===== src/rtl/arb_pkg.sv =====
// Shared types and helpers for the 32-way round-robin arbiter.
package arb_pkg;
  localparam int NUM_REQ = 32;
  localparam int ID_W    = 5;

  typedef enum logic {IDLE, GRANT} state_e;

  // Bits strictly below id are eligible; id 0 yields an empty mask.
  function automatic logic [NUM_REQ-1:0] low_mask(input logic [ID_W-1:0] id);
    low_mask = (NUM_REQ'(1) << id) - NUM_REQ'(1);
  endfunction
endpackage


===== src/rtl/dec32to5.sv =====
// Leading-one encoder: index of the highest set bit; output is meaningless for a zero input.
module dec32to5 (
  input  logic [31:0] vec_i,
  output logic [4:0]  idx_o
);
  always_comb begin
    idx_o = '0;
    for (int i = 0; i < 32; i++) begin
      if (vec_i[i]) idx_o = 5'(i);
    end
  end
endmodule


===== src/rtl/rr_arb32.sv =====
// 32-requester round-robin arbiter with held grants, owner release and a hold watchdog.
// Handshake: a grant is offered only in IDLE with enable_i high; the owner keeps it while req_i[owner] stays high, until release_i or the watchdog ends it.
module rr_arb32
  import arb_pkg::*;
#(
  parameter int MAX_HOLD = 255,
  parameter int HOLD_W   = 8
) (
  input  logic               clk,
  input  logic               rst_n,
  input  logic               enable_i,
  input  logic [NUM_REQ-1:0] req_i,
  input  logic               release_i,
  output logic               grant_vld_o,
  output logic [NUM_REQ-1:0] grant_o,
  output logic [ID_W-1:0]    grant_id_o,
  output logic               timeout_o
);
  localparam logic [HOLD_W-1:0] HOLD_LAST = HOLD_W'(MAX_HOLD - 1);

  state_e             state_q, state_d;
  logic [ID_W-1:0]    last_q, last_d;
  logic [HOLD_W-1:0]  cnt_q, cnt_d;
  logic               vld_q, vld_d;
  logic [NUM_REQ-1:0] gnt_q, gnt_d;
  logic               to_q, to_d;

  logic [NUM_REQ-1:0] masked;
  logic [ID_W-1:0]    id_masked, id_all, win_id;
  logic               win_vld, owner_req, expire;

  assign masked = req_i & low_mask(last_q);

  dec32to5 u_dec_masked (.vec_i(masked), .idx_o(id_masked));
  dec32to5 u_dec_all    (.vec_i(req_i),  .idx_o(id_all));

  // Encoder outputs are only trusted behind their OR-reductions.
  assign win_vld   = |req_i;
  assign win_id    = (|masked) ? id_masked : id_all;
  assign owner_req = req_i[last_q];
  assign expire    = (cnt_q == HOLD_LAST);

  always_comb begin
    state_d = state_q;
    last_d  = last_q;
    cnt_d   = cnt_q;
    vld_d   = vld_q;
    gnt_d   = gnt_q;
    to_d    = 1'b0;
    case (state_q)
      IDLE: begin
        if (enable_i && win_vld) begin
          state_d = GRANT;
          vld_d   = 1'b1;
          gnt_d   = NUM_REQ'(1) << win_id;
          last_d  = win_id;
          cnt_d   = '0;
        end
      end
      GRANT: begin
        cnt_d = cnt_q + 1'b1;
        if (release_i || !owner_req || expire) begin
          state_d = IDLE;
          vld_d   = 1'b0;
          gnt_d   = '0;
          cnt_d   = '0;
          to_d    = expire && !release_i && owner_req;
        end
      end
      default: state_d = IDLE;
    endcase
  end

  always_ff @(posedge clk or negedge rst_n) begin
    if (!rst_n) begin
      state_q <= IDLE;
      last_q  <= '0;
      cnt_q   <= '0;
      vld_q   <= 1'b0;
      gnt_q   <= '0;
      to_q    <= 1'b0;
    end else begin
      state_q <= state_d;
      last_q  <= last_d;
      cnt_q   <= cnt_d;
      vld_q   <= vld_d;
      gnt_q   <= gnt_d;
      to_q    <= to_d;
    end
  end

  assign grant_vld_o = vld_q;
  assign grant_o     = gnt_q;
  assign grant_id_o  = last_q;
  assign timeout_o   = to_q;
endmodule

===== config.mk =====
export PLATFORM = sky130hd
export DESIGN_NAME = rr_arb32
export DESIGN_NICKNAME = d
export VERILOG_FILES = /design/src/rtl/arb_pkg.sv /design/src/rtl/dec32to5.sv /design/src/rtl/rr_arb32.sv
export SDC_FILE = /design/constraint.sdc
export NUM_CORES = 1
export LEC_CHECK = 0
export BUFFER_PORTS_ARGS = -buffer_cell sky130_fd_sc_hd__buf_2
export CORE_MARGIN = 10
export CORE_UTILIZATION = 50
export CTS_CLUSTER_DIAMETER = 40
export DETAILED_ROUTE_END_ITERATION = 7
export GPL_TIMING_DRIVEN = 0
export PLACE_DENSITY = 0.75
export SLEW_MARGIN = 20
export SYNTH_ARGS = -nofsm -noshare
export SYNTH_HDL_FRONTEND = slang
export SYNTH_HIERARCHICAL = 1
export SYNTH_SLANG_ARGS = --single-unit

===== constraint.sdc =====
create_clock -name clk -period 4 [get_ports clk]
set_input_delay 0.2 -clock clk [delete_from_list [all_inputs] [get_ports clk]]
set_output_delay 0.2 -clock clk [all_outputs]
set_load 0.05 [all_outputs]

Word-level counts from Yosys, hierarchy flattened
Cells that the tools add are included.
{ "word_totals": {"ff_bits": 48, "out_inout_bits": 39, "inputBits": 36, "romBits": 0, "ramBits": 0, "n_memories": 0, "latchBits": 0} }
{ "op_classes": {"add_sub_neg": 2, "mul": 0, "n_mux": 79, "n_eq_ne": 3, "shift": 2, "bitwise_logic": 2, "order_cmp": 1, "n_reduce_logical": 11, "n_div": 0} }
{ "ops": {"columns": ["cell", "n"], "rows": [
  ["5-bit two-way mux", 33],
  ["32-bit two-way mux", 2],
  ["4-bit two-way mux", 16],
  ["32-bit case mux with 2 select lines", 1],
  ["32-bit OR reduction", 2],
  ["1-bit by 5-bit << shifter with 32-bit output, first input constant", 2],
  ["32-bit bitwise AND", 1],
  ["32-bit by 2-bit subtractor with 32-bit output, second input constant", 1],
  ["3-bit two-way mux", 8],
  ["8-bit two-way mux", 2],
  ["8-bit case mux with 2 select lines", 1],
  ["1-bit two-way mux", 9],
  ["8-bit by 1-bit adder with 8-bit output, second input constant", 1],
  ["8-bit == test, second input constant", 1],
  ["2-bit two-way mux", 4],
  ["5-bit by 6-bit less-than comparator with 1-bit output, second input constant", 1],
  ["1-bit binary-select mux with 5-bit select", 1],
  ["1-bit case mux with 2 select lines", 2],
  ["2-bit AND reduction", 2],
  ["1-bit logical AND", 3],
  ["1-bit logical NOT", 2],
  ["1-bit logical OR", 2],
  ["2-bit by 1-bit inequality test with 1-bit output, second input constant", 1],
  ["2-bit inequality test, second input constant", 1],
  ["1-bit NOT", 1]
]} }

Longest topological paths before layout
{ "depth": {"word_depth": 38, "depth_mapped": 18, "mapped_depth_nobuf": 14} }

By module
Netlist, hierarchy kept.
{ "modules_own_cells": {"columns": ["mod", "cells_per_inst", "seq_area_each_um2", "area_each_um2", "n_inst"], "rows": [
  ["rr_arb32", 484, 1201.2, 3931.3, 1],
  ["dec32to5", 60, 0.0, 352.8, 2]
]} }

Least setup slack after synthesis
Ideal clock, no wire load.
{ "synth_timing": {"kind": "reg2reg", "startpoint": "register last_q[3], in the netlist grant_id_o[3]", "endpoint": "register gnt_q[11], in the netlist grant_o[11]", "required_time_ns": 3.896, "stages_incl_launch_ff": 17, "setup_time_ns": 0.104, "arrival_time_ns": 4.158, "setup_slack_ns": -0.262, "period_less_slack_ns": 4.262, "path_buffers": 4, "cell_sequence": "dfrtp_1 -> buf_2 -> or2_1 -> or4_1 -> ha_1 -> buf_2 -> clkbuf_1 -> a22oi_1 -> o21ai_0 -> and2_1 -> or4_4 -> o21bai_1 -> a21boi_1 -> o211ai_2 -> or3_1 -> buf_1 -> o311ai_1"} }
{ "synth_via": {"elab_cells_between_ends": 46} }
{ "synth_rtl": {"columns": ["item", "line", "source"], "rows": [
  ["start, declared", "rr_arb32.sv:22", "logic [ID_W-1:0] last_q, last_d;"],
  ["start signal, assigned", "rr_arb32.sv:84", "last_q <= last_d;"],
  ["1-bit by 5-bit << shifter with 32-bit output", "arb_pkg.sv:10", "low_mask = (NUM_REQ'(1) << id) - NUM_REQ'(1);"],
  ["32-bit by 2-bit subtractor with 32-bit output", "arb_pkg.sv:10", null],
  ["32-bit bitwise AND", "rr_arb32.sv:32", "assign masked = req_i & low_mask(last_q);"],
  ["named net masked[12]", "rr_arb32.sv:28", "logic [NUM_REQ-1:0] masked;"],
  ["4-bit two-way mux (4 in a row)", "dec32to5.sv:9", "if (vec_i[i]) idx_o = 5'(i);"],
  ["5-bit two-way mux (16 in a row)", "dec32to5.sv:9", null],
  ["named net id_masked[2]", "rr_arb32.sv:29", "logic [ID_W-1:0] id_masked, id_all, win_id;"],
  ["5-bit two-way mux", "rr_arb32.sv:39", "assign win_id = (|masked) ? id_masked : id_all;"],
  ["1-bit by 5-bit << shifter with 32-bit output", "rr_arb32.sv:55", "gnt_d = NUM_REQ'(1) << win_id;"],
  ["32-bit two-way mux", "rr_arb32.sv:52", "if (enable_i && win_vld) begin"],
  ["32-bit case mux with 2 select lines", "rr_arb32.sv:50", "case (state_q)"],
  ["end signal, assigned", "rr_arb32.sv:87", "gnt_q <= gnt_d;"],
  ["end, declared", "rr_arb32.sv:25", "logic [NUM_REQ-1:0] gnt_q, gnt_d;"]
]} }
The timed path passes the listed nets, and every way through them passes these cells. The select of a mux whose other input is x is not followed.
A chain may end at the register's enable or synchronous reset.

Worst setup path after layout
{ "layout_timing": {"startpoint": "register last_q[3], in the netlist grant_id_o[3]", "endpoint": "register gnt_q[9], in the netlist grant_o[9]"} }
The elaborated chain is that of the path after synthesis.

==> impl_metrics.tcl <==
set metrics [dict create \
    clock_sinks 48 \
    cp_max_fo 8 \
    portBuffers 74 \
    setup_ws_ps 52.73 \
    avgViaCountPerCell 6.923 \
    powerDensity_nw_per_um2 674.2 \
    htreeDepth 2 \
    fp.dieW_um 116.2 \
    worstMarginPinSlew_ps 961.1 \
    finalCriticalPeriod_ps 3947 \
    drc_errors 0 \
    crit_path_start_kind "flip-flop" \
    fmax_ghz 0.2533 \
    path_class "flip-flop to flip-flop" \
    grt_pass1_vias 5489 \
    ant_nets 0 \
    min_period_over_period_pct 98.68 \
    hold_ws_ps 87.12 \
    diodes 0 \
    final_common_cell "buf_2" \
    initial_utilization_pct 50.84 \
    cts_tree "yes" \
    clk_latency_ps 320 \
    track_usage_pct 27.44 \
    gp_congestion 1.035 \
    die_h_um 116.2 \
    rsz0062_at_grt "true" \
    grt_pass1_wl_mm 29.57 \
    dpl-instance-area_um2 5180 \
    status "finished, final reports clean" \
    stdcell_area_um2 5876 \
    drt_pass1_iterations 5 \
    coreArea_um2 9109 \
    setup_viol 0 \
    endpoint_kind "flip-flop" \
    drive_gt1_share_pct 31.73 \
    first_iter_violations 673 \
    vias 5656 \
    cp.required_ps 4220 \
    relSlewSlack_pct 35.25 \
    antenna_found_initial 0 \
    syn-instance-count 603 \
    ys_warn_count 6 \
    synth_area_um2 4631 \
    vdd_drop_max_mv 0.4704 \
    hp-class "input port to flip-flop" \
    final_nets 744 \
    grt.overflow.total 0 \
    dieArea_um2 13510 \
    rows 35 \
    synth.avg_cell_area_um2 7.679 \
    clk_pin_slew_ps 100 \
    fin_skew_ps 16.40 \
    drv_cap 0 \
    area_delta_synth_final_pct 26.88 \
    wl_mm 19.03 \
    layout_common_cells "buf_2, nor2_1, nand2_1" \
    clock_path_buffers 2 \
    clockRootBuffer "clkbuf_8" \
    cp.arrival_ps 4170 \
    post-place-ws_ps -853.3 \
    cellLeakagePower_uw 0.002399 \
    hold_viol 0 \
    cts_inserted_buffers 5 \
    dp.final_hpwl_mm 13.69 \
    fin_util_pct 64.51 \
    ioPinCount 75 \
    total_power_uw 3962 \
    grt_max_degree 49 \
    wl_per_cell_um 23.29 \
    finalMaxSlewViolations 0 \
]
==> timing repair <==
action | CTS | global route
pin swaps | 15 | 13
gates resized for setup | 54 | 52
gates cloned | 0 | 1
endpoints found under the hold margin | 0 | 48
hold buffers | 0 | 1
endpoints found under the setup margin | 37 | 37
setup buffers | 13 | 7
==> power breakdown <==
| group | internal (uW) | total (uW) | leakage, uW | switching, uW |
|---|---|---|---|---|
| Combinational | 1100 | 2980 | 0.00171 | 1880 |
| Sequential | 570 | 668 | 0.000647 | 97.7 |
| Clock | 124 | 310 | 0.0000404 | 186 |
==> final timing paths <==
path | startpoint | to | slack (ps) | cells after the start
worst min-delay path | release_i | timeout_o$_DFF_PN0_ | 90 | 2
max in group asynchronous | rst_n | grant_id_o[3]$_DFFE_PN0P_ | 3120 | 2
worst max register to register | grant_id_o[3]$_DFFE_PN0P_ | grant_o[9]$_DFFE_PN0P_ | 50 | 16
worst min register to register | grant_o[18]$_DFFE_PN0P_ | grant_o[18]$_DFFE_PN0P_ | 490 | 2
worst max-delay path | grant_id_o[3]$_DFFE_PN0P_ | grant_o[9]$_DFFE_PN0P_ | 50 | 16
min in group asynchronous | rst_n | cnt_q[0]$_DFFE_PN0P_ | 430 | 2
==> per-layer routing <==
layer / vias to the layer above / share of wire (%) / wire (um) / global-route usage, %
met5: - / 0 / 0 / 0
li1: 2487 / - / - / -
met4: 0 / 5.4 / 1028 / 14.76
met2: 411 / 48 / 9185 / 46.72
met1: 2675 / 37 / 7071 / 32.56
met3: 83 / 9.2 / 1741 / 4.109
==> layout make-up <==
type                       instances  area (um2)
clock inverter                     3       23.77
fill                             793        3233
buffer                            40       294.0
timing repair buffer              96       544.3
clock buffer                       5       68.82
multi-input combinational        496        3531
tap                              111       138.9
inverter                          18       67.56
sequential                        48        1207
==> through the flow <==
stage | TNS, ps | std cells
after CTS | -4.288 | 809
after detailed placement | -24240 | 790
after global routing | -1202 | 817
final | 0 | 817
after floorplan | 0 | 605
after global placement | -24850 | 790
==> worst max-delay path, cell delays in order, from the launching register on <==
cell      delay (ps)
dfrtp_2          440
or2_4            260
or4_4            440
ha_4             190
buf_6            130
buf_8            130
a22oi_2          180
o21ai_2           70
and2_4           180
or3_4            380
a221oi_2         230
o21ai_2          140
a221oi_4         340
buf_6            170
nand3b_1         140
buf_6            170
o311ai_2         240
==> state kept, by name, summed over array words and instances (netlist names) <==
name / count
grant_o: 32
cnt_q: 8
grant_id_o: 5
grant_vld_o: 1
state_q: 1
timeout_o: 1
Power figures use the tool's default switching activity.
